$ cat src/rtl/pipe_ctrl_pkg.sv
// pipe_ctrl_pkg: shared definitions for the pipeline sequencer.
//   state_t       - debug run/drain/halt state encoding
//   CNT_WIDTH_DEF - default width of the saturating perf counters
package pipe_ctrl_pkg;

  typedef enum logic [1:0] {
    RUN    = 2'd0,
    DRAIN  = 2'd1,
    HALTED = 2'd2
  } state_t;

  localparam int CNT_WIDTH_DEF = 16;

endpackage

$ cat src/rtl/pipe_ctrl_hazard_detect.sv
// hazard_detect: combinational load-use hazard detection.
// A load in EX whose destination is read by the instruction in ID cannot be
// forwarded in time, so ID must hold for one cycle.
// Ports:
//   valid_id, valid_ex         - stage valids
//   mem_read_ex, rd_ex         - EX instruction is a load / its destination
//   rs1_id, rs2_id             - ID source registers
//   rs1_used_id, rs2_used_id   - ID instruction actually reads rs1 / rs2
//   load_use                   - hazard present this cycle
module hazard_detect #(
  parameter int REG_ADDR_WIDTH = 5
) (
  input  logic                      valid_id,
  input  logic                      valid_ex,
  input  logic                      mem_read_ex,
  input  logic [REG_ADDR_WIDTH-1:0] rd_ex,
  input  logic [REG_ADDR_WIDTH-1:0] rs1_id,
  input  logic [REG_ADDR_WIDTH-1:0] rs2_id,
  input  logic                      rs1_used_id,
  input  logic                      rs2_used_id,
  output logic                      load_use
);

  logic src_match;

  // x0 is hardwired to zero, so a load targeting it never creates a dependency.
  assign src_match = (rs1_used_id && (rs1_id == rd_ex)) ||
                     (rs2_used_id && (rs2_id == rd_ex));

  assign load_use = valid_id && valid_ex && mem_read_ex &&
                    (rd_ex != '0) && src_match;

endmodule

$ cat src/rtl/pipe_ctrl.sv
// pipe_ctrl: central sequencer for the 5-stage core.
// Produces hold/cancel strobes for the if_id, id_ex and ex_mem registers from
// load-use hazards, multi-cycle EX busy, branch-mispredict flushes and the
// debug halt/drain/resume FSM. Keeps saturating stall and flush counters.
// Ports:
//   clk, rst_n                  - clock, synchronous active-low reset
//   valid_id/ex/mem             - stage valids
//   rs1_id, rs2_id, rs*_used_id - ID source operands
//   rd_ex, mem_read_ex          - EX destination / load flag
//   ex_busy                     - multi-cycle unit not finished
//   mispredict_ex, target_ex    - branch resolution and correct PC
//   halt_req, resume_req        - debug control (level / pulse)
//   hold_if, cancel_if_id, hold_id, cancel_id_ex, hold_ex - pipeline strobes
//   redirect_valid, redirect_pc - registered one-cycle PC redirect
//   halted                      - core drained and stopped
//   stall_cnt, flush_cnt        - saturating perf counters
module pipe_ctrl
  import pipe_ctrl_pkg::*;
#(
  parameter int BUS_WIDTH      = 32,
  parameter int REG_ADDR_WIDTH = 5,
  parameter int CNT_WIDTH      = CNT_WIDTH_DEF
) (
  input  logic                      clk,
  input  logic                      rst_n,
  input  logic                      valid_id,
  input  logic                      valid_ex,
  input  logic                      valid_mem,
  input  logic [REG_ADDR_WIDTH-1:0] rs1_id,
  input  logic [REG_ADDR_WIDTH-1:0] rs2_id,
  input  logic                      rs1_used_id,
  input  logic                      rs2_used_id,
  input  logic [REG_ADDR_WIDTH-1:0] rd_ex,
  input  logic                      mem_read_ex,
  input  logic                      ex_busy,
  input  logic                      mispredict_ex,
  input  logic [BUS_WIDTH-1:0]      target_ex,
  input  logic                      halt_req,
  input  logic                      resume_req,
  output logic                      hold_if,
  output logic                      cancel_if_id,
  output logic                      hold_id,
  output logic                      cancel_id_ex,
  output logic                      hold_ex,
  output logic                      redirect_valid,
  output logic [BUS_WIDTH-1:0]      redirect_pc,
  output logic                      halted,
  output logic [CNT_WIDTH-1:0]      stall_cnt,
  output logic [CNT_WIDTH-1:0]      flush_cnt
);

  state_t state;
  logic   flush_pending;
  logic   load_use;
  logic   flush;
  logic   drain_done;

  function automatic logic [CNT_WIDTH-1:0] sat_inc(input logic [CNT_WIDTH-1:0] v);
    return (&v) ? v : v + 1'b1;
  endfunction

  hazard_detect #(
    .REG_ADDR_WIDTH(REG_ADDR_WIDTH)
  ) u_hazard_detect (
    .valid_id    (valid_id),
    .valid_ex    (valid_ex),
    .mem_read_ex (mem_read_ex),
    .rd_ex       (rd_ex),
    .rs1_id      (rs1_id),
    .rs2_id      (rs2_id),
    .rs1_used_id (rs1_used_id),
    .rs2_used_id (rs2_used_id),
    .load_use    (load_use)
  );

  // A mispredict while the multi-cycle unit is still busy is not a resolved
  // branch, so it is not acted on.
  assign flush = mispredict_ex && valid_ex && !ex_busy;

  // Flush outranks hazard holds: the held instruction is on the wrong path.
  assign hold_ex      = ex_busy;
  assign hold_id      = (load_use || ex_busy) && !flush;
  assign cancel_id_ex = flush;
  // flush_pending kills the wrong-path fetch in the cycle the redirect is out.
  assign cancel_if_id = flush || flush_pending || (state == DRAIN);
  assign hold_if      = (state != RUN) || hold_id;

  assign drain_done = !valid_id && !valid_ex && !valid_mem && !ex_busy && !flush_pending;

  always_ff @(posedge clk) begin
    if (!rst_n) begin
      state          <= RUN;
      halted         <= 1'b0;
      flush_pending  <= 1'b0;
      redirect_valid <= 1'b0;
      redirect_pc    <= '0;
      stall_cnt      <= '0;
      flush_cnt      <= '0;
    end else begin
      // Redirect is a one-cycle strobe; back-to-back flushes re-arm it.
      redirect_valid <= flush;
      flush_pending  <= flush;
      if (flush) begin
        redirect_pc <= target_ex;
        flush_cnt   <= sat_inc(flush_cnt);
      end
      if (hold_id || hold_ex) begin
        stall_cnt <= sat_inc(stall_cnt);
      end

      halted <= 1'b0;
      case (state)
        RUN: begin
          if (halt_req) state <= DRAIN;
        end
        DRAIN: begin
          if (resume_req) begin
            state <= RUN;
          end else if (drain_done) begin
            state  <= HALTED;
            halted <= 1'b1;
          end
        end
        HALTED: begin
          if (resume_req) state <= RUN;
          else            halted <= 1'b1;
        end
        default: state <= RUN;
      endcase
    end
  end

endmodule

$ cat config.mk
export PLATFORM = sky130hd
export DESIGN_NAME = pipe_ctrl
export DESIGN_NICKNAME = d
export VERILOG_FILES = /design/src/rtl/pipe_ctrl_pkg.sv /design/src/rtl/pipe_ctrl_hazard_detect.sv /design/src/rtl/pipe_ctrl.sv
export SDC_FILE = /design/constraint.sdc
export NUM_CORES = 1
export LEC_CHECK = 0
export CORE_UTILIZATION = 43
export DETAILED_ROUTE_END_ITERATION = 16
export HOLD_SLACK_MARGIN = 0.05
export PLACE_DENSITY = 0.81
export SLEW_MARGIN = 20
export SYNTH_ARGS = -nofsm -noshare
export SYNTH_HDL_FRONTEND = slang
export SYNTH_SLANG_ARGS = --single-unit
$ cat constraint.sdc
create_clock -name clk -period 2 [get_ports clk]
set_clock_uncertainty 0.2 [all_clocks]
set_input_delay 0.2 -clock clk [delete_from_list [all_inputs] [get_ports clk]]
set_output_delay 0.2 -clock clk [all_outputs]
set_load 0.01 [all_outputs]
### Word-level counts from Yosys, hierarchy flattened

Index checks and enable logic that the tools add are counted.

| word-level totals | value |
|---|---|
| flip-flop bits (word level) | 68 |
| bits of input ports | 59 |
| output and inout bits | 71 |
| word-level logic and storage cells | 59 |

| cells by class | value |
|---|---|
| $add $sub $neg | 2 |
| eq/ne operators | 7 |
| mux-type cells | 9 |
| bitwise logic cells | 2 |
| reduce and logical (&&, ||, !) cells | 33 |

Operators with widths:

| kind | number |
|---|---|
| $add 16x1->16 const B | 2 |
| $reduce_and 16->1 | 2 |
| $logic_and 1x1->1 | 13 |
| $eq 5x5->1 | 2 |
| $mux 2 | 4 |
| $logic_not 1->1 | 6 |
| $logic_or 1x1->1 | 6 |
| $pmux 2 s3 | 1 |
| $reduce_bool 5->1 | 1 |
| $ne 2x2->1 const B | 2 |
| $reduce_and 2->1 | 2 |
| $mux 1 | 3 |
| $ne 3x3->1 const B | 1 |
| $reduce_and 3->1 | 1 |
| $eq 2x1->1 const B | 1 |
| $eq 2x2->1 const B | 1 |
| $logic_not 2->1 | 1 |
| $not 1->1 | 2 |
| $pmux 1 s2 | 1 |
| $reduce_bool 2->1 | 1 |

### Depth between registers and ports, before layout

| logic depth | value |
|---|---|
| depth after elaboration | 8 |
| mapped depth | 9 |
| gate-level depth less buffers | 7 |

### Hierarchy

A second synthesis with hierarchy kept.

| unflattened totals | value |
|---|---|
| cells, all modules | 382 |
| area, all modules | 3145.5 sq um |

By module, submodules not included:

| module | times used | cells an instance | area an instance (sq um) | seq. area each (sq um) |
|---|---|---|---|---|
| pipe_ctrl | 1 | 365 | 3014.1 | 1361.3 |
| hazard_detect | 1 | 17 | 131.4 | 0.0 |

### Worst setup path after synthesis

OpenSTA, ideal clock, no wires.

| timing path | value |
|---|---|
| path kind | register to register |
| from | register stall_cnt[0] |
| to | register stall_cnt[0] |
| library setup time | 0.070 ns |
| arrival | 1.622 ns |
| data required time | 1.730 ns |
| slack | 0.108 ns |
| cell stages (with the launch flop) | 10 |
| buffers on the path | 2 |
| clock period less this slack | 1.892 ns |
| cells stage by stage | dfxtp_1 ha_1 inv_1 nor3_4 nand2_4 nor2_2 buf_6 buf_6 o21ai_0 a21oi_1 |

| between the ends | value |
|---|---|
| word-level cells in the longest chain between the ends | 3 |
| elaborated cells on any way between the ends | 4 |
| classes of those cells | add/sub: 1; bitwise: 1; reduce/logical: 2 |

Ends and longest elaborated chain:

| element | RTL line | RTL |
|---|---|---|
| start: declaration | pipe_ctrl.sv:48 | `output logic [CNT_WIDTH-1:0] stall_cnt,` |
| start signal: assignment | pipe_ctrl.sv:108 | `stall_cnt <= sat_inc(stall_cnt);` |
| branches (longest 3 deep; another with $add 16x1->16) | n/a |  |

Several ways; the timed one is not identified.
A chain may end at the register's enable or synchronous reset.

### Final worst setup path

| timing path | value |
|---|---|
| from | input port rs2_id[4] |
| to | register stall_cnt[3] |

| between the ends | value |
|---|---|
| word-level cells in the longest chain between the ends | 8 |

Ends and longest elaborated chain:

| element | RTL line | RTL |
|---|---|---|
| start: declaration | pipe_ctrl.sv:30 | `input logic [REG_ADDR_WIDTH-1:0] rs2_id,` |
| $eq 5x5->1 | pipe_ctrl_hazard_detect.sv:28 | `(rs2_used_id && (rs2_id == rd_ex));` |
| $logic_and 1x1->1 | pipe_ctrl_hazard_detect.sv:28 |  |
| $logic_or 1x1->1 | pipe_ctrl_hazard_detect.sv:27 | `assign src_match = (rs1_used_id && (rs1_id == rd_ex)) \|\|` |
| $logic_and 1x1->1 | pipe_ctrl_hazard_detect.sv:31 | `(rd_ex != '0) && src_match;` |
| $logic_or 1x1->1 | pipe_ctrl.sv:82 | `assign hold_id = (load_use \|\| ex_busy) && !flush;` |
| $logic_and 1x1->1 | pipe_ctrl.sv:82 |  |
| $logic_or 1x1->1 | pipe_ctrl.sv:107 | `if (hold_id \|\| hold_ex) begin` |
| $reduce_and 2->1 (no line) | n/a |  |

No other way between the ends.

==> results.json <==
{
  "synth_area_leader_cell": "dfxtp_1",
  "drt_drc_violations_left": 0,
  "routedWlPerCell_um": 14.6,
  "fin_ws_ns": 0.0367,
  "startpoint_type": "primary input",
  "via_per_inst": 5.15,
  "final-setup-viol-count": 0,
  "num_rows": 30,
  "cts_hold_buffers": 0,
  "fin_nets": 590,
  "yosys_most_used_dff": "dfxtp_1",
  "ios": 130,
  "max_clock_freq_mhz": 509,
  "p_leak_uw": 0.00190,
  "cts_buffer_depth": 2,
  "design.die.area_um2": 7540,
  "crit_path_max_fanout": 7,
  "track_usage_pct": 24.1,
  "drive_above_1_share_pct": 17.3,
  "coreArea_um2": 6870,
  "synth_xor_area_share_pct": 7.08,
  "initial_utilization_pct": 45.0,
  "syn_inst": 365,
  "crit_required_ns": 2.08,
  "arrival_ns": 2.04,
  "grt_pass1_wl_um": 14100,
  "crit_slowest_cell": "or4_4",
  "numCtsBuffers": 9,
  "antenna_found_initial": 0,
  "cts_tree": "done",
  "power_density_nw_per_um2": 590,
  "outcome": "finished, final reports clean",
  "grt_remaining_overflow": 0,
  "synth.most_common_cell": "nand2_1",
  "grt_pass1_vias": 3049,
  "clkTransAtPathRegs_ns": 0.08,
  "synth_top_family_by_area": "simple AND/OR/NAND/NOR gates",
  "dp_cells": 609,
  "min_period_ns": 1.96,
  "synth_fa_ha_area_share_pct": 2.02,
  "drt_iter0_drc": 130,
  "fin_util_pct": 72.7,
  "vias": 3231,
  "instances_no_fill": 627,
  "combPwrFrac_pct": 14.1,
  "die_w_um": 86.8,
  "synth_compound_area_share_pct": 13.4,
  "synthSimpleGateAreaFrac_pct": 27.1,
  "p_switching_uw": 742,
  "seqPwrFrac_pct": 47.5,
  "p_clk_share_pct": 38.5,
  "finalCritPeriodShare_pct": 98.2,
  "synth_edf_count": 0,
  "synth_cell_type_count": 51,
  "clock_sinks": 68,
  "die_h_um": 86.8,
  "syn2layout_area_growth_pct": 61.4,
  "path_class": "primary input to flip-flop",
  "grt_max_degree": 48,
  "max_stage_delay_ns": 0.51,
  "gp_congestion": 0.837,
  "worst-path-buf-inv": 2,
  "synth_common_cells": "82 x nand2_1, 68 x dfxtp_1, 45 x a21oi_1",
  "power.internal_uw": 2200,
  "hpwl_um": 6590,
  "end_kind": "flip-flop",
  "worstMarginPinSlew_ns": 0.378,
  "slew_violations": 0,
  "worstHoldPathType": "primary input to flip-flop",
  "antenna_cells": 0,
  "totalWireLength_um": 9140,
  "dp_slack_ns": -0.476,
  "synth.avg_cell_area_um2": 8.47,
  "io_buffers": 129,
  "clock_latency_ns": 0.34,
  "ys_seq_area_share_pct": 44.0,
  "sw_frac_of_total_pct": 25.2,
  "synth-async-reset-ratio_pct": 0,
  "relSlewSlack_pct": 74.6,
  "synthTopCellsByArea": "dfxtp_1 44%, nand2_1 10%, a21oi_1 7.3%",
  "dr.pass1.iters": 4,
  "ys_seq_elements": 68,
  "ys_warn_count": 0,
  "maxCapViolCount": 0,
  "synthMuxAreaShare_pct": 1.94,
  "hold_viol": 0,
  "cts_max_level": 3,
  "cp_top_family": "simple AND/OR/NAND/NOR gates",
  "syn-num-nets": 429,
  "antenna_left": 0,
  "ir_worst_vdd_mv": 0.402,
  "yosys.area.top_type_share_pct": 44.0,
  "cp_cell_sequence": "clkdlybuf4s50_1, xnor2_1, nand4_1, o22ai_2, a21oi_4, buf_6, or4_4, a21oi_2",
  "cts-root-buf": "clkbuf_8",
  "synth_area_um2": 3090
}
## cell usage in the layout, fill, tap and decap left out, types with 2 or more instances in the layout
cell,instances
dfxtp_2,5
buf_12,2
or3_1,2
and3_1,4
xnor2_1,16
a21oi_2,4
o41ai_1,2
and3_4,2
dfxtp_1,63
nand2_1,81
clkdlybuf4s50_1,114
nand2b_1,4
a211oi_2,2
nand3_1,15
nor2_1,20
o311ai_0,2
or4_4,3
inv_1,7
dlymetal6s2s_1,6
and4_1,3
ha_1,4
nor3_1,5
clkbuf_8,9
o21ai_0,3
buf_4,34
inv_2,2
clkinv_2,2
inv_6,2
xor2_1,9
nand4_1,6
or4_1,4
dlygate4sd2_1,6
o31ai_1,7
a21oi_1,41
mux2i_1,6
## final timing paths
kind | from | depth (start not counted) | slack, ns | end
worst min register to register | redirect_pc[26]$_SDFFE_PN0P_ | 2 | 0.25 | redirect_pc[26]$_SDFFE_PN0P_
worst max register to register | stall_cnt[0]$_SDFFE_PN0P_ | 8 | 0.08 | stall_cnt[3]$_SDFFE_PN0P_
worst min-delay path | target_ex[25] | 3 | 0.20 | redirect_pc[25]$_SDFFE_PN0P_
worst max-delay path | rs2_id[4] | 8 | 0.04 | stall_cnt[3]$_SDFFE_PN0P_
## stage by stage
| step | hold slack [ns] | total power (uW) | area, um^2 | TNS, ns |
|---|---|---|---|---|
| 5_1_grt | 0.190 | 3080 | 4990 | -0.0200 |
| 3_5_place_dp | 0.245 | 1840 | 4710 | -6.61 |
| 6_report | 0.197 | 2950 | 4990 | 0 |
| 3_3_place_gp | 0.241 | 1830 | 4710 | -5.12 |
| 4_1_cts | 0.179 | 2970 | 4910 | 0 |
| 2_1_floorplan | 0.0766 | 1590 | 3090 | 0 |
## power groups by stage
stage | clock (uW) | sequential [uW] | combinational (uW)
3_3_place_gp | 0 | 1430 | 403
3_5_place_dp | 0 | 1430 | 411
6_report | 1130 | 1400 | 414
4_1_cts | 1170 | 1400 | 410
5_1_grt | 1230 | 1400 | 446
2_1_floorplan | 0 | 1440 | 141
## flip-flops by register name, summed over array words and instances (netlist names)
signal / flops
redirect_pc: 32
halted: 1
state: 2
stall_cnt: 16
flush_cnt: 16
flush_pending: 1
## timing repair
item,in CTS,in global routing
gates cloned,0,1
endpoints found under the setup margin,11,9
pin swaps,5,15
endpoints found under the hold margin,0,0
gates resized for setup,19,22
setup buffers,0,1
## layout make-up
type	instances	area, um^2
repair buffers	168	1640
inverters	10	37.5
well taps	96	120
clock inverters	7	73.8
fillers	541	1880
clock buffers	9	124
multi-input cells	269	1630
flip-flops and latches	68	1370
## layer usage
layer  up-vias  track usage, %  wire (um)
li1       1577               -          -
met4         0            10.9        184
met5         -               0          0
met2        98            43.6       4760
met3        15            4.57        460
met1      1541            27.4       3730
## logic make-up after synthesis
group                    count (synthesis)
AO/OA/AOI/OAI                           68
XOR/XNOR                                25
adder cells (fa/ha/maj)                  5
buffers and inverters                   28
flip-flops                              68
multiplexers                             6
AND/OR/NAND/NOR                        165
## worst register-to-register path: stages (launching register included)
cell,delay [ns]
dfxtp_2,0.33
ha_1,0.21
inv_1,0.13
nor3_4,0.08
nand2_4,0.07
nor2_2,0.05
buf_12,0.14
or4_4,0.49
a21oi_2,0.15
No activity file was read; power rests on OpenSTA's default activity.
